**src/rtl/wave_sum_tree_pkg.sv**
```systemverilog
// Shared definitions for the wave_sum_tree mixer: default widths, mode encoding,
// a constant log2 helper and the output saturation function.
package wave_sum_tree_pkg;

    localparam int DEFAULT_NUM_CH   = 64;
    localparam int DEFAULT_SAMPLE_W = 16;
    // Working width for the saturation step; accumulator widths must stay below this.
    localparam int WIDE_W           = 64;

    typedef enum logic {
        MODE_SUM  = 1'b0,
        MODE_MEAN = 1'b1
    } mix_mode_e;

    function automatic int clog2(input int value);
        int result;
        result = 0;
        for (int i = 0; i < 31; i++) begin
            if ((1 << i) < value) begin
                result = i + 1;
            end
        end
        return result;
    endfunction

    // Clamp a signed value into the range of a signed 'width'-bit number.
    function automatic logic signed [WIDE_W-1:0] saturate(
        input logic signed [WIDE_W-1:0] value,
        input int                       width
    );
        logic signed [WIDE_W-1:0] hi;
        logic signed [WIDE_W-1:0] lo;
        hi = (64'sd1 <<< (width - 1)) - 64'sd1;
        lo = -(64'sd1 <<< (width - 1));
        if (value > hi) begin
            return hi;
        end else if (value < lo) begin
            return lo;
        end
        return value;
    endfunction

endpackage

```
**src/rtl/wave_sum_stage.sv**
```systemverilog
// One adder-tree level: sums adjacent signed operand pairs into results one bit
// wider and registers them together with the valid bit and the carried mode bit.
module wave_sum_stage
    import wave_sum_tree_pkg::*;
#(
    parameter int N_IN = 2,
    parameter int IN_W = 16
) (
    input  logic                             clk,
    input  logic                             reset,
    input  logic                             in_valid,
    input  logic                             in_avg,
    input  logic [N_IN*IN_W-1:0]             in_data,
    output logic                             out_valid,
    output logic                             out_avg,
    output logic [(N_IN/2)*(IN_W+1)-1:0]     out_data
);

    localparam int N_OUT = N_IN / 2;
    localparam int OUT_W = IN_W + 1;

    logic [N_OUT*OUT_W-1:0] sum_next;
    logic [N_OUT*OUT_W-1:0] sum_reg;
    logic                   valid_reg;
    logic                   avg_reg;

    genvar gi;
    generate
        for (gi = 0; gi < N_OUT; gi++) begin : g_pair
            logic [IN_W-1:0] op_a;
            logic [IN_W-1:0] op_b;
            assign op_a = in_data[(2*gi)*IN_W +: IN_W];
            assign op_b = in_data[(2*gi+1)*IN_W +: IN_W];
            // Sign-extend by one bit so the pair sum can never overflow.
            assign sum_next[gi*OUT_W +: OUT_W] = {op_a[IN_W-1], op_a} + {op_b[IN_W-1], op_b};
        end
    endgenerate

    always_ff @(posedge clk or negedge reset) begin
        if (!reset) begin
            valid_reg <= 1'b0;
        end else begin
            valid_reg <= in_valid;
        end
    end

    // Data and mode travel unreset; only the valid bit qualifies them.
    always_ff @(posedge clk) begin
        sum_reg <= sum_next;
        avg_reg <= in_avg;
    end

    assign out_valid = valid_reg;
    assign out_avg   = avg_reg;
    assign out_data  = sum_reg;

endmodule

```
**src/rtl/wave_sum_tree.sv**
```systemverilog
// Pipelined multi-channel mixer: masked channels go through a registered binary
// adder tree, then a registered output stage applies saturating sum or mean.
module wave_sum_tree
    import wave_sum_tree_pkg::*;
#(
    parameter int NUM_CH   = DEFAULT_NUM_CH,
    parameter int SAMPLE_W = DEFAULT_SAMPLE_W
) (
    input  logic                       clk,
    input  logic                       reset,
    input  logic                       in_valid,
    input  logic [NUM_CH*SAMPLE_W-1:0] samples,
    input  logic [NUM_CH-1:0]          ch_en,
    input  logic                       avg_mode,
    input  logic                       sat_clr,
    output logic                       out_valid,
    output logic [SAMPLE_W-1:0]        result,
    output logic                       sat_flag
);

    localparam int LOG2_CH = clog2(NUM_CH);
    localparam int ACC_W   = SAMPLE_W + LOG2_CH;

    logic [NUM_CH*SAMPLE_W-1:0] masked;

    genvar gi;
    generate
        for (gi = 0; gi < NUM_CH; gi++) begin : g_mask
            assign masked[gi*SAMPLE_W +: SAMPLE_W] =
                ch_en[gi] ? samples[gi*SAMPLE_W +: SAMPLE_W] : '0;
        end

        // Level gi holds NUM_CH>>gi operands of SAMPLE_W+gi bits on its input.
        for (gi = 0; gi < LOG2_CH; gi++) begin : g_lvl
            localparam int N_IN = NUM_CH >> gi;
            localparam int IN_W = SAMPLE_W + gi;

            logic [N_IN*IN_W-1:0]             lvl_in;
            logic                             lvl_in_valid;
            logic                             lvl_in_avg;
            logic [(N_IN/2)*(IN_W+1)-1:0]     lvl_out;
            logic                             lvl_out_valid;
            logic                             lvl_out_avg;

            if (gi == 0) begin : g_first
                assign lvl_in       = masked;
                assign lvl_in_valid = in_valid;
                assign lvl_in_avg   = avg_mode;
            end else begin : g_next
                assign lvl_in       = g_lvl[gi-1].lvl_out;
                assign lvl_in_valid = g_lvl[gi-1].lvl_out_valid;
                assign lvl_in_avg   = g_lvl[gi-1].lvl_out_avg;
            end

            wave_sum_stage #(
                .N_IN (N_IN),
                .IN_W (IN_W)
            ) u_stage (
                .clk       (clk),
                .reset     (reset),
                .in_valid  (lvl_in_valid),
                .in_avg    (lvl_in_avg),
                .in_data   (lvl_in),
                .out_valid (lvl_out_valid),
                .out_avg   (lvl_out_avg),
                .out_data  (lvl_out)
            );
        end
    endgenerate

    logic signed [ACC_W-1:0]  final_sum;
    logic                     final_valid;
    mix_mode_e                final_mode;
    logic signed [WIDE_W-1:0] wide_sum;
    logic signed [WIDE_W-1:0] sat_wide;
    logic [SAMPLE_W-1:0]      mean_res;
    logic [SAMPLE_W-1:0]      sat_res;
    logic                     clipped;
    logic                     clip_now;

    assign final_sum   = g_lvl[LOG2_CH-1].lvl_out;
    assign final_valid = g_lvl[LOG2_CH-1].lvl_out_valid;
    assign final_mode  = mix_mode_e'(g_lvl[LOG2_CH-1].lvl_out_avg);

    assign wide_sum = WIDE_W'(final_sum);
    assign sat_wide = saturate(wide_sum, SAMPLE_W);
    assign clipped  = (sat_wide != wide_sum);
    assign sat_res  = SAMPLE_W'(sat_wide);
    // Floor mean of NUM_CH channels always fits back into SAMPLE_W.
    assign mean_res = SAMPLE_W'(final_sum >>> LOG2_CH);
    assign clip_now = final_valid && (final_mode == MODE_SUM) && clipped;

    always_ff @(posedge clk or negedge reset) begin
        if (!reset) begin
            out_valid <= 1'b0;
            result    <= '0;
            sat_flag  <= 1'b0;
        end else begin
            out_valid <= final_valid;
            if (final_valid) begin
                result <= (final_mode == MODE_MEAN) ? mean_res : sat_res;
            end
            // A coincident clip takes priority over the clear request.
            if (clip_now) begin
                sat_flag <= 1'b1;
            end else if (sat_clr) begin
                sat_flag <= 1'b0;
            end
        end
    end

endmodule

```
**config.mk**
```make
export PLATFORM = sky130hd
export DESIGN_NAME = wave_sum_tree
export DESIGN_NICKNAME = d
export VERILOG_FILES = /design/src/rtl/wave_sum_tree_pkg.sv /design/src/rtl/wave_sum_stage.sv /design/src/rtl/wave_sum_tree.sv
export SDC_FILE = /design/constraint.sdc
export NUM_CORES = 2
export LEC_CHECK = 0
export BUFFER_PORTS_ARGS = -buffer_cell sky130_fd_sc_hd__buf_4
export CAP_MARGIN = 20
export CORE_AREA = 2 2 439 441
export CTS_CLUSTER_DIAMETER = 150
export CTS_CLUSTER_SIZE = 25
export DETAILED_ROUTE_END_ITERATION = 7
export DIE_AREA = 0 0 441 443
export HOLD_SLACK_MARGIN = 0.12
export SYNTH_ARGS = -nofsm -noshare
export SYNTH_HDL_FRONTEND = slang
export SYNTH_HIERARCHICAL = 1
export SYNTH_SLANG_ARGS = --single-unit
export TNS_END_PERCENT = 5
```
**constraint.sdc**
```tcl
create_clock -name clk -period 2.5 [get_ports clk]
set_input_delay 0.125 -clock clk [delete_from_list [all_inputs] [get_ports clk]]
set_output_delay 0.125 -clock clk [all_outputs]
set_load 0.01 [all_outputs]
```
Word level (Yosys, flattened, before mapping)
Index checks and enable logic that the tools add are counted.
W data, S select, Z words.
{ "classes": {"addsub": 63, "n_lt_le_gt_ge": 2, "n_eq_ne": 1, "mux": 72, "n_bitwise": 1, "reduce_logical": 3} }
{ "op_table": {"columns": ["operator", "count"], "rows": [
  ["$mux W16", 65],
  ["$add A16 B16 Y17", 32],
  ["$add A17 B17 Y18", 16],
  ["$mux W64", 3],
  ["$add A18 B18 Y19", 8],
  ["$add A19 B19 Y20", 4],
  ["$ne A64 B22 Y1", 1],
  ["$add A20 B20 Y21", 2],
  ["$add A21 B21 Y22", 1],
  ["$gt A22 B16 Y1 const B", 1],
  ["$lt A22 B16 Y1 const B", 1],
  ["$mux W1", 4],
  ["$logic_and A1 B1 Y1", 2],
  ["$reduce_bool A2 Y1", 1],
  ["$not A1 Y1", 1]
]} }
{ "totals": {"regBits": 1158, "input_bits": 1093, "elab_cells": 163} }

Logic depth before layout (Yosys ltp)
{ "logic_depth": {"ltp_word": 7, "mapped_depth": 11, "depth_no_buf": 10} }

Cells and area by module
Netlist, hierarchy kept.
{ "by_module_without_submodules": {"columns": ["module", "instances", "cells_each", "area_per_inst_um2", "seq_area_each_um2"], "rows": [
  ["wave_sum_stage (g_lvl[0].u_stage)", 1, 3373, 32312.2, 10935.5],
  ["wave_sum_stage (g_lvl[1].u_stage)", 1, 2159, 18948.2, 5810.6],
  ["wave_sum_stage (g_lvl[2].u_stage)", 1, 1076, 9766.9, 3088.0],
  ["wave_sum_tree", 1, 1218, 7743.7, 450.4],
  ["wave_sum_stage (g_lvl[3].u_stage)", 1, 589, 5378.9, 1646.6],
  ["wave_sum_stage (g_lvl[4].u_stage)", 1, 316, 2880.3, 885.8],
  ["wave_sum_stage (g_lvl[5].u_stage)", 1, 170, 1567.8, 485.5]
]} }

Worst setup path before layout
OpenSTA, ideal clock, no wires.
{ "synth_path": {"kind": "register to register", "startpoint": "reg g_lvl[1].u_stage.sum_reg[36]", "endpoint": "reg g_lvl[2].u_stage.sum_reg[37]", "arrival_ns": 2.336, "required_ns": 2.414, "path_slack_ns": 0.078, "stages_incl_launch_ff": 11, "path_buffers": 0, "synth_period_minus_slack_ns": 2.422, "path_cell_list": "dfxtp_1 ha_1 inv_1 fa_1 nor2b_4 o31a_1 or3_1 a311oi_2 a21oi_2 a211o_1 a221oi_2"} }
{ "synth_between": {"elab_chain_cells": 1} }
{ "synth_lines": {"columns": ["item", "line_no", "source"], "rows": [
  ["start: declaration", "wave_sum_stage.sv:23", "logic [N_OUT*OUT_W-1:0] sum_reg;"],
  ["start signal: assignment", "wave_sum_stage.sv:49", "sum_reg <= sum_next;"],
  ["$add A18 B18 Y19", "wave_sum_stage.sv:35", "assign sum_next[gi*OUT_W +: OUT_W] = {op_a[IN_W-1], op_a} + {op_b[IN_W-1], op_b};"],
  ["named net g_lvl[2].u_stage.sum_next[37]", "wave_sum_stage.sv:22", "logic [N_OUT*OUT_W-1:0] sum_next;"],
  ["end signal: assignment", "wave_sum_stage.sv:49", null],
  ["end: declaration", "wave_sum_stage.sv:23", null]
]} }
The timed path passes the listed nets, and every way through them passes these cells.
A chain may end at the register's enable or synchronous reset.

Worst setup path in the final report
{ "layout_path": {"startpoint": "in samples[277]", "endpoint": "reg g_lvl[0].u_stage.sum_reg[149]"} }
{ "layout_between": {"elab_chain_cells": 2} }
{ "layout_lines": {"columns": ["item", "line_no", "source"], "rows": [
  ["start: declaration", "wave_sum_tree.sv:12", "input logic [NUM_CH*SAMPLE_W-1:0] samples,"],
  ["$mux W16", "wave_sum_tree.sv:30", "ch_en[gi] ? samples[gi*SAMPLE_W +: SAMPLE_W] : '0;"],
  ["named net g_lvl[0].lvl_in[277]", "wave_sum_tree.sv:38", "logic [N_IN*IN_W-1:0] lvl_in;"],
  ["$add A16 B16 Y17", "wave_sum_stage.sv:35", null],
  ["named net g_lvl[0].u_stage.sum_next[149]", "wave_sum_stage.sv:22", null],
  ["end signal: assignment", "wave_sum_stage.sv:49", null],
  ["end: declaration", "wave_sum_stage.sv:23", null]
]} }
The timed path passes the listed nets, and every way through them passes these cells.

==> summary.txt <==
Status
  – Status: finished with violations
  – Failing checks: setup timing

Yosys
  – Main synth FF type: dfxtp_1
  – Unique cell type count in the Yosys netlist: 110
  – Ys Warns: 6
  – Register area share after synthesis: 29.6%
  – Cells after synthesis: 8901
  – Mapped Nets: 11122
  – Synth cell count leaders: 1134 x dfxtp_1, 1065 x ha_1, 1052 x and2_1
  – Synth area leaders: dfxtp_1 29%, ha_1 17%, and2_1 8.4%, xnor2_1 6.3%, a21oi_1 4.8%
  – Count leader, synth: dfxtp_1
  – Number of synthesized flops with an enable pin: 0
  – Ys async rst share: 2.07%
  – Post-Synthesis Mean Instance Area: 8.83 µm²
  – Seq cells post-synth: 1158
  – Post-synthesis cell area: 78600 µm²
  – Share of the synthesized area in the top cell type: 28.9%
  – Post-synth top area cell: dfxtp_1

Clock network
  – CTS root buf: clkbuf_16
  – CTS clock-pin slew for the worst setup and hold paths: 0.10 ns
  – Clk Latency, worst-skew pair: 0.69 ns
  – Cts bufs inserted: 52
  – Clock sink total: 1158
  – Clock buffer depth: 3
  – # H-tree levels: 2
  – TritonCTS clock tree: yes

Die
  – FP Rows: 161
  – Die area: 195000 µm²
  – Core area: 191000 µm²
  – Die height: 443 µm
  – Initial core utilization: 41.1%
  – I/O pin total: 1111
  – DIE WIDTH: 441 µm

Place
  – Port Buf Inserts: 1110
  – Area after DPL: 91000 µm²
  – Routability cong.: 0.966
  – Post-placement cell count: 12589
  – HPWL Detailed: 203000 µm

Finish
  – Share of layout cells above drive strength 1: 14.3%
  – Final Util: 57.7%
  – Final #Nets: 14005
  – Final Instance Area: 110000 µm²
  – Post-Layout Cell Count: 14336
  – Synthesis-to-layout area growth: 40.4%

Critical path
  – Largest stage delay, worst path: 0.59 ns
  – CP most frequent cell: dlygate4sd3_1
  – Arrival @ worst endpoint: 3.14 ns
  – Worst reg2reg path depth: 9
  – Worst-path fanout max: 3
  – CP Cell Sequence: dlygate4sd3_1, buf_4, and2_1, dlygate4sd3_1, ha_1, a2111oi_4, o21ai_2, a311oi_2, o21bai_1, a21o_1, xor2_1
  – Worst path bufs/invs: 3
  – CP max-delay cell: dlygate4sd3_1
  – Worst path top cell family by delay: buffers and inverters
  – WP depth: 11
  – Crit path required time: 3.07 ns
  – Critical setup path kind: input port to register
  – CP Capture Type: register
  – Critical Path Source Type: input port

STA
  – Fin crit period: 2.57 ns
  – RSZ-0062 raised after global routing: true
  – Final Skew: 0.0294 ns
  – Fin crit share: 103%
  – Worst relative slew slack: 56.8%
  – Fin. max-slew vios: 0
  – PnR worst setup slack: -0.0744 ns
  – Final Hold Fails: 0
  – Least-Margin Pin Slew: 0.644 ns
  – Final Setup Violations: 9
  – Fmax: 388 MHz

Pwr
  – Clk network pwr share: 10.0%
  – Pint: 55.9 mW
  – Switching Power: 41.5 mW
  – Leak: 52.1 nW
  – Combinational power share: 59.7%
  – Switching share of power: 42.6%
  – Worst VDD drop: 0.000631 V
  – Flop pwr share: 30.4%
  – PwrDens: 883 nW/µm²

Drt
  – Initial DRC Count: 3924
  – Vias per std cell: 5.26
  – Drt first pass iters: 6
  – Final ANT Viol Nets: 0
  – Routed len/inst: 18.3 µm
  – Final WL: 263000 µm
  – Total number of vias: 75417
  – DRC Markers: 0

Run
  – Max_cap viols: 0

Global routing
  – Pin count of the biggest net entering global routing: 33
  – Number of global-route vias before repair: 77208
  – Initial antenna violation count: 32
  – Grt total ovfl: 0
  – First-pass GRT wire length: 405000 µm
  – Overall global routing resource usage: 25.5%

Worst hold path
  – Worst Hold Depth: 5
  – Hold WC Path Type: input port to register
power groups by stage:
stage               Sequential, mW  Clock [mW]  Combinational, mW
CTS                           29.7        10.2               56.9
global route                  30.1        10.7               64.3
floorplan                     27.4           0               39.7
global placement              30.2           0               53.0
finish                        29.6        9.71               58.2
detailed placement            30.1           0               53.5
flip-flops by register name, summed over array words and instances (netlist names):
register	count
g_lvl.u_stage/out_avg	6
g_lvl.u_stage/out_data	1128
g_lvl.u_stage/out_valid	6
out_valid	1
result	16
sat_flag	1
worst paths after layout:
| check | start | end | slack [ns] |
|---|---|---|---|
| max | samples[277] | g_lvl[0].u_stage/out_data[149] | -0.07 |
| min | ch_en[18] | g_lvl[0].u_stage/out_data[165] | 0.15 |
| max reg2reg | g_lvl[0].u_stage/out_data[452] | g_lvl[1].u_stage/out_data[251] | 0.01 |
| min reg2reg | g_lvl[3].u_stage/out_avg | g_lvl[4].u_stage/out_avg | 0.33 |
| max in group asynchronous | reset | result[1] | 1.84 |
| min in group asynchronous | reset | sat_flag | 0.50 |
layout make-up:
type	instances	area [µm²]
sequential	1158	23300
clock buffer	57	1340
inverter	398	1490
fill	16308	80800
antenna	22	55.1
tap	2526	3160
timing repair buffer	2962	26500
clock inverter	1	20.0
multi-input combinational	7212	54500
worst min-delay path: stages:
cell	delay (ns)
buf_4	0.16
and2_1	0.17
ha_4	0.17
nor2_1	0.10
a211oi_1	0.08
metrics by stage:
stage	setup slack [ns]	power, mW	hold WS (ns)	TNS, ns
final	-0.0744	97.4	0.152	-0.238
after floorplan	0.0781	67.1	-0.171	0
after global placement	-0.283	83.2	0.0490	-1.21
after detailed placement	-0.277	83.6	0.0499	-1.73
after global routing	-0.132	105	0.134	-2.53
after CTS	-0.0280	96.9	0.120	-0.0567
logic make-up (layout without fill, tap and decap cells):
family	after synthesis	in the layout	share of synthesized area, %
AND/OR/NAND/NOR	2768	2768	19.1
AO/OA/AOI/OAI	2505	2505	21.1
flip-flops	1158	1158	29.6
adder cells (fa/ha/maj)	1128	1128	18.6
XOR/XNOR	801	801	8.93
buffers and inverters	531	3418	2.56
multiplexers	10	10	0.131
other	0	22	0
routing by layer:
layer / part of all wire, % / track usage, %
met1: 44 / 32.0
met2: 48 / 45.1
met3: 3.9 / 2.67
met4: 3.8 / 8.78
met5: 0.054 / 0
placed cells by master (no fill, tap or decap), types with 67 or more instances in the layout:
| cell type | instances |
|---|---|
| a211oi_1 | 72 |
| a21o_1 | 372 |
| a21oi_1 | 702 |
| a21oi_2 | 67 |
| a31oi_1 | 89 |
| and2_1 | 1051 |
| and3_1 | 76 |
| buf_4 | 1306 |
| dfxtp_1 | 1132 |
| dlygate4sd3_1 | 1628 |
| ha_1 | 1023 |
| inv_1 | 396 |
| nand2_1 | 381 |
| nand2b_1 | 104 |
| nand3_1 | 142 |
| nand4_1 | 74 |
| nor2_1 | 479 |
| nor2b_1 | 112 |
| nor3_1 | 147 |
| o21a_1 | 121 |
| o21ai_0 | 329 |
| o21ai_1 | 83 |
| o21bai_1 | 111 |
| xnor2_1 | 567 |
| xor2_1 | 232 |
repair_timing:
item,in CTS,in global routing
hold buffers,1658,0
resized for setup,3,265
hold endpoints to repair,569,0
gates cloned,0,0
pin swaps,0,70
buffers inserted,0,13
setup endpoints to repair,4,216
Note: power is estimated with default switching activity, not from simulation.
